$ cat src/rtl/instr_sequencer_pkg.sv
// Shared CPU definitions: machine-cycle phases, fetch FSM states and the
// OPR codes of the two-byte instructions. Also used by the ALU and decoder.
package instr_sequencer_pkg;

  // Eight clock phases per machine cycle
  typedef enum logic [2:0] {
    PH_A1 = 3'd0,
    PH_A2 = 3'd1,
    PH_A3 = 3'd2,
    PH_M1 = 3'd3,
    PH_M2 = 3'd4,
    PH_X1 = 3'd5,
    PH_X2 = 3'd6,
    PH_X3 = 3'd7
  } phase_e;

  // Fetch FSM: opcode cycle and operand cycle
  typedef enum logic {
    ST_FETCH1 = 1'b0,
    ST_FETCH2 = 1'b1
  } fetch_state_e;

  // OPR nibbles of instructions that carry an operand byte
  localparam logic [3:0] OPR_JCN = 4'h1;
  localparam logic [3:0] OPR_FIM = 4'h2;  // OPR 2 with OPA[0]=0; OPA[0]=1 is SRC
  localparam logic [3:0] OPR_JUN = 4'h4;
  localparam logic [3:0] OPR_JMS = 4'h5;
  localparam logic [3:0] OPR_ISZ = 4'h7;

  localparam int PC_W = 12;

  // True when the opcode is followed by an operand byte
  function automatic logic is_two_byte(input logic [7:0] op);
    logic res;
    case (op[7:4])
      OPR_JCN, OPR_JUN, OPR_JMS, OPR_ISZ: res = 1'b1;
      OPR_FIM:                            res = ~op[0];
      default:                            res = 1'b0;
    endcase
    return res;
  endfunction

  // Phase successor, X3 wraps to A1
  function automatic phase_e next_phase(input phase_e ph);
    return phase_e'(ph + 3'd1);
  endfunction

endpackage

$ cat src/rtl/instr_sequencer_pc.sv
// 12-bit program counter: reset value, load, increment (wraps FFF->000), hold.
module program_counter #(
  parameter logic [11:0] PC_RESET = 12'h000
) (
  input  logic        clk,
  input  logic        rst,
  input  logic        hold_i,
  input  logic        inc_i,
  input  logic        load_i,
  input  logic [11:0] load_addr_i,
  output logic [11:0] pc_o
);

  logic [11:0] pc_q;
  logic [11:0] pc_d;

  // Load takes priority over increment; hold freezes the counter
  always_comb begin
    pc_d = pc_q;
    if (!hold_i) begin
      if (load_i)     pc_d = load_addr_i;
      else if (inc_i) pc_d = pc_q + 12'd1;
    end
  end

  // Counter register, reset overrides hold
  always_ff @(posedge clk) begin
    if (rst) pc_q <= PC_RESET;
    else     pc_q <= pc_d;
  end

  assign pc_o = pc_q;

endmodule

$ cat src/rtl/instr_sequencer.sv
// Instruction sequencer: phase counter, one/two-byte fetch FSM, instruction
// and operand registers, execute strobe and jump handling.
module instr_sequencer #(
  parameter logic [11:0] PC_RESET = 12'h000
) (
  input  logic        clk,
  input  logic        rst,
  input  logic        hold,
  input  logic [7:0]  romData,
  input  logic        pcLoad,
  input  logic [11:0] pcLoadAddr,
  output logic [11:0] romAddr,
  output logic [2:0]  phase,
  output logic        syncOut,
  output logic [3:0]  aluOp,
  output logic [3:0]  opa,
  output logic [7:0]  secondByte,
  output logic        twoByte,
  output logic        execStrobe
);

  import instr_sequencer_pkg::*;

  phase_e       phase_q, phase_d;
  fetch_state_e state_q, state_d;
  logic [7:0]   ir_q, ir_d;
  logic [7:0]   sec_q, sec_d;
  logic         two_q, two_d;
  // Set by this cycle's execStrobe; arms the jump sample at X3
  logic         ldarm_q, ldarm_d;

  logic at_m2, at_x1, at_x3;
  logic exec_strobe;
  logic pc_inc, pc_load;

  assign at_m2 = (phase_q == PH_M2);
  assign at_x1 = (phase_q == PH_X1);
  assign at_x3 = (phase_q == PH_X3);

  // Instruction completes at X1 of its last byte's cycle
  assign exec_strobe = !rst && !hold && at_x1 &&
                       ((state_q == ST_FETCH2) || !two_q);

  // Each fetched byte advances the PC at M2; a jump replaces it at X3
  assign pc_inc  = at_m2;
  assign pc_load = at_x3 && ldarm_q && pcLoad;

  program_counter #(
    .PC_RESET (PC_RESET)
  ) u_pc (
    .clk         (clk),
    .rst         (rst),
    .hold_i      (hold),
    .inc_i       (pc_inc),
    .load_i      (pc_load),
    .load_addr_i (pcLoadAddr),
    .pc_o        (romAddr)
  );

  // Next-state: phase advance, byte latching at M2, FSM step at X3
  always_comb begin
    phase_d = phase_q;
    state_d = state_q;
    ir_d    = ir_q;
    sec_d   = sec_q;
    two_d   = two_q;
    ldarm_d = ldarm_q;
    if (!hold) begin
      phase_d = next_phase(phase_q);
      if (at_m2 && (state_q == ST_FETCH1)) begin
        ir_d  = romData;
        two_d = is_two_byte(romData);
      end
      if (at_m2 && (state_q == ST_FETCH2)) begin
        sec_d = romData;
      end
      if (exec_strobe) begin
        ldarm_d = 1'b1;
      end
      if (at_x3) begin
        ldarm_d = 1'b0;
        if ((state_q == ST_FETCH1) && two_q) state_d = ST_FETCH2;
        else                                 state_d = ST_FETCH1;
      end
    end
  end

  // FSM and instruction registers; reset abandons any partial instruction
  always_ff @(posedge clk) begin
    if (rst) begin
      phase_q <= PH_A1;
      state_q <= ST_FETCH1;
      ir_q    <= 8'h00;
      sec_q   <= 8'h00;
      two_q   <= 1'b0;
      ldarm_q <= 1'b0;
    end else begin
      phase_q <= phase_d;
      state_q <= state_d;
      ir_q    <= ir_d;
      sec_q   <= sec_d;
      two_q   <= two_d;
      ldarm_q <= ldarm_d;
    end
  end

  assign phase      = phase_q;
  assign syncOut    = (phase_q == PH_A1);
  assign aluOp      = ir_q[7:4];
  assign opa        = ir_q[3:0];
  assign secondByte = sec_q;
  assign twoByte    = two_q;
  assign execStrobe = exec_strobe;

endmodule

$ cat config.mk
export PLATFORM = sky130hd
export DESIGN_NAME = instr_sequencer
export DESIGN_NICKNAME = d
export VERILOG_FILES = /design/src/rtl/instr_sequencer_pkg.sv /design/src/rtl/instr_sequencer_pc.sv /design/src/rtl/instr_sequencer.sv
export SDC_FILE = /design/constraint.sdc
export NUM_CORES = 1
export LEC_CHECK = 0
export ABC_AREA = 0
export CORE_ASPECT_RATIO = 1.2
export CORE_MARGIN = 3
export CORE_UTILIZATION = 41
export DETAILED_ROUTE_END_ITERATION = 8
export PLACE_DENSITY = 0.74
export SETUP_SLACK_MARGIN = 0.2
export SLEW_MARGIN = 20
export SYNTH_ARGS = -nofsm -noshare
export SYNTH_HDL_FRONTEND = slang
export SYNTH_SLANG_ARGS = --single-unit
$ cat constraint.sdc
create_clock -name clk -period 5.25 [get_ports clk]
set_input_delay 1.05 -clock clk [delete_from_list [all_inputs] [get_ports clk]]
set_output_delay 1.05 -clock clk [all_outputs]
set_load 0.01 [all_outputs]
# ---- Yosys cells after proc, flatten, opt, wreduce, memory -nomap -nowiden
# Index checks and enable logic that the tools add are counted.
dict set report classes {
  bitwise 3
  mux 6
  add_sub_neg 2
  n_reduce_logical 21
  eq_ne 8
}
# cell count
set op_table {}
lappend op_table {{2-to-1 mux 12 bit} 2}
lappend op_table {{adder 12 x 1 -> 12 bit, second input constant} 1}
lappend op_table {{== test 4 x 3 -> 1 bit, second input constant} 3}
lappend op_table {{AND reduction 2 bit} 5}
lappend op_table {{== test 3 bit, second input constant} 3}
lappend op_table {{logical AND 1 bit} 8}
lappend op_table {{== test 4 x 1 -> 1 bit, second input constant} 1}
lappend op_table {{== test 4 x 2 -> 1 bit, second input constant} 1}
lappend op_table {{nonzero test 2 bit} 2}
lappend op_table {{OR reduction 4 bit} 1}
lappend op_table {{adder 3 x 1 -> 3 bit, second input constant} 1}
lappend op_table {{logical NOT 1 bit} 3}
lappend op_table {{logical NOT 3 bit} 1}
lappend op_table {{2-to-1 mux 1 bit} 3}
lappend op_table {{NOT 1 bit} 3}
lappend op_table {{case mux 1 bit (2 select lines)} 1}
lappend op_table {{logical OR 1 bit} 1}
dict set report word_totals {
  regBits 34
  word_cells 47
  out_inout_bits 34
  input_bits 24
}

# ---- Longest topological paths before layout
dict set report logic_depth {
  depth_word 6
  mapped_depth 8
  ltp_nobuf 6
}

# ---- Modules after synthesis
# A second synthesis with hierarchy kept.
dict set report unflattened {
  hier_cells 205
  area_unflattened_um2 1756.7
}
# module cells_each area_per_inst_um2 instances
set modules_own_cells {}
lappend modules_own_cells {instr_sequencer 109 967.2 1}
lappend modules_own_cells {program_counter 96 789.5 1}

# ---- Worst setup path after synthesis
# OpenSTA, ideal clock, no wires.
dict set report synth_path {
  path_type {input port to output port}
  startpoint {in hold}
  endpoint {out execStrobe}
  slack_ps 2521
  arrival_time_ps 1679
  t_required_ps 4200
  cell_stages 3
  path_buffers 1
  path_cell_list {buf_6 > and2b_1 > and4bb_2}
}
dict set report synth_between {
  elab_chain_cells 4
}
# item line
set synth_lines {}
lappend synth_lines {{from (decl)} instr_sequencer.sv:8} ;# input logic hold,
lappend synth_lines {{logical NOT 1 bit} n/a}
lappend synth_lines {{logical AND 1 bit (3 in a row)} instr_sequencer.sv:41} ;# assign exec_strobe = !rst && !hold && at_x1 &&
lappend synth_lines {{to (decl)} instr_sequencer.sv:19} ;# output logic execStrobe
# Every way passes these cells.

# ---- Worst setup path after layout
# Same ends and word-level chain as after synthesis.

==> impl_metrics.csv <==
group,metric,value,unit
run_status,outcome,"completed",
placed_design,port_buffers,57,
clock_network,cts_buffers,5,
clock_network,max-clock-path-buffers,2,
timing,period_share,72.3,%
global_route,antenna_found_initial,0,
cells_and_area,syn_to_final_growth,40.7,%
synthesis,syn_nets,239,
power_and_ir_drop,p_per_area,222,nW/µm²
cells_and_area,final_area,2330,µm²
critical_path,arrival,2.75,ns
synthesis,yosys.area_share.simple,28.1,%
global_route,grt-ovfl-total,0,
hold_path,hold_path.class,"reg -> reg",
cells_and_area,layout_commonest_cell,"clkdlybuf4s50_1",
timing,rsz0062_at_grt,"no",
synthesis,yosys_warnings,0,
critical_path,path_class,"in -> out",
synthesis,ys.flop_type,"dfxtp_1",
synthesis,yosysTopAreaCell,"dfxtp_1",
clock_network,clk_latency,0.28,ns
cells_and_area,final_util,62.2,%
clock_network,root_buffer,"clkbuf_8",
synthesis,yosys.area_share.adder,3.77,%
synthesis,synth_mux_area_share,1.81,%
synthesis,synth_top_area_share,41.0,%
timing,max_freq,263,MHz
floorplanning,boundaryPins,58,
timing,finalSetupTns,0,ns
clock_network,path_clk_slew,0.06,ns
routing,drtIter0Drc,84,
power_and_ir_drop,p_total,517,µW
synthesis,synth-edff-count,0,
power_and_ir_drop,leakagePower,0.790,nW
placed_design,placed_area,2240,µm²
synthesis,syn_area,1660,µm²
critical_path,cp_max_fo,8,
critical_path,cp-end-kind,"output port",
routing,drt-total-wl,4180,µm
floorplanning,die_w,64.1,µm
synthesis,synth_xor_area_share,0.528,%
global_route,grt_pass1_wl,6960,µm
routing,vias,1673,
synthesis,synth_seq_area_share,41.0,%
timing,worst_pin_slew,0.860,ns
critical_path,critPathSlowestCell,"clkdlybuf4s50_1",
synthesis,async_reset_ff_share,0,%
clock_network,cts_resized,0,
cells_and_area,drive_gt1_share,4.17,%
timing,min_period,3.80,ns
synthesis,synth_cells,210,
clock_network,htree_num_levels,2,
critical_path,cpPeakStageDelay,0.56,ns
cells_and_area,final.fill_count,338,
timing,relSlewSlack,42.6,%
clock_network,cts_setup_buffers,0,
routing,first_pass_iters,4,
clock_network,clock-sinks,34,
critical_path,path_cells,"clkdlybuf4s50_1, and2b_1, and4bb_2, clkdlybuf4s50_1",
clock_network,ctsHoldBuffers,0,
cells_and_area,mostFrequentLayoutCells,"57 x clkdlybuf4s50_1, 46 x nand2_1, 34 x dfxtp_1, 24 x a21oi_1, 14 x nor2_1",
run,drv_cap,0,
cells_and_area,nNetsFinal,292,
floorplanning,die_area,4850,µm²
critical_path,worst_ep_required_time,4.20,ns
global_route,grtUsageTotal,18.2,%
routing,wl_per_cell,13.2,µm
critical_path,cp-start-kind,"primary input",
clock_network,tritoncts,"built",
synthesis,synth_compound_area_share,19.8,%
critical_path,critPathMostFrequentCell,"clkdlybuf4s50_1",
routing,drcViolationCount,0,
global_route,grt_pass1_vias,1558,
global_route,grt_max_degree,36,
timing,skew,0.00351,ns
floorplanning,start_util,44.2,%
floorplanning,rows,24,
timing,final-hold-violation-count,0,
synthesis,syn_area_per_cell,7.90,µm²
synthesis,synth_area_leaders,"dfxtp_1 41%, nand2_1 10%, a21oi_1 7.2%, ha_1 3.8%, nand3_1 3.3%",
floorplanning,die_h,75.7,µm
synthesis,synth_cell_type_count,46,
power_and_ir_drop,vdd_drop_max,0.113,mV
cells_and_area,antennaDiodeCount,0,
synthesis,synth_seq_cells,34,
placed_design,dpl.hpwl,3030,µm
routing,postRouteAntennaNets,0,
routing,via_per_inst,5.29,
synthesis,synth_top_family_by_area,"simple AND/OR/NAND/NOR gates",
timing,maxSlewViolCount,0,
floorplanning,coreArea,3750,µm²
placed_design,gp_congestion,0.901,
timing,setup_viol,0,
flip-flops by register name, summed over array words and instances (netlist names):
signal      flops
state_q         1
ir_q            8
twoByte         1
ldarm_q         1
phase           3
u_pc.pc_o      12
secondByte      8
layer usage:
metal,vias to the layer above,global-route usage (%),part of all wire (%)
met5,-,0,0
met4,0,8.63,1.5
met3,10,5.46,7.8
met2,75,29.3,45
met1,738,22.4,46
li1,850,-,-
critical path, delay by kind of cell:
| family | cells | cell delay [ns] |
|---|---|---|
| buffers and inverters | 2 | 1.09 |
| and+or+nand+nor | 2 | 0.60 |
area by class of cell:
cell class,instances,area (µm²),area share (%)
Clock inverter,1,5.00,0.214
Clock buffer,7,86.3,3.70
Tap cell,52,65.1,2.79
Inverter,6,22.5,0.965
Multi-Input combinational cell,158,897,38.4
Sequential cell,34,681,29.2
Timing Repair Buffer,58,578,24.8
where the power goes:
| group | leakage [nW] | internal [mW] | switching [mW] |
|---|---|---|---|
| registers | 0.274 | 0.262 | 0.00491 |
| clock network | 0.0482 | 0.106 | 0.0912 |
| logic | 0.467 | 0.0316 | 0.0219 |
metrics by stage:
stage | setup WS [ns] | hold WS (ns) | instances
final | 1.45 | 0.453 | 316
after global routing | 1.41 | 0.475 | 316
after CTS | 1.45 | 0.456 | 316
after detailed placement | 1.45 | 0.447 | 308
after global placement | 1.47 | 0.442 | 308
after floorplan | 2.52 | 0.477 | 210
path summary, 6_finish.rpt:
kind	start	end	slack [ns]	depth (start not counted)
worst min-delay path	ir_q[7]	ir_q[7]	0.45	2
worst max register to register	phase[0]	u_pc.pc_o[8]	2.71	6
worst max-delay path	hold	execStrobe	1.45	4
worst min register to register	ir_q[7]	ir_q[7]	0.45	2
Yosys cell counts (2+ instances only):
cell type / n
clkbuf_1: 5
a21o_1: 2
a32o_1: 3
nor2b_1: 3
a21oi_1: 24
ha_1: 5
nor3_1: 5
o21ai_0: 8
nand2_1: 46
buf_2: 5
mux2i_1: 3
nand3_1: 11
nor4_1: 2
nand4_1: 2
inv_1: 6
a211oi_1: 2
or4b_1: 2
and3_1: 2
dfxtp_1: 34
nor2_1: 14
cells by family after synthesis:
family          after synthesis
simple gates                 97
compound gates               52
flops                        34
buf+inv                      18
fa+ha+maj                     5
mux                           3
xor+xnor                      1
Power figures use the tool's default switching activity.
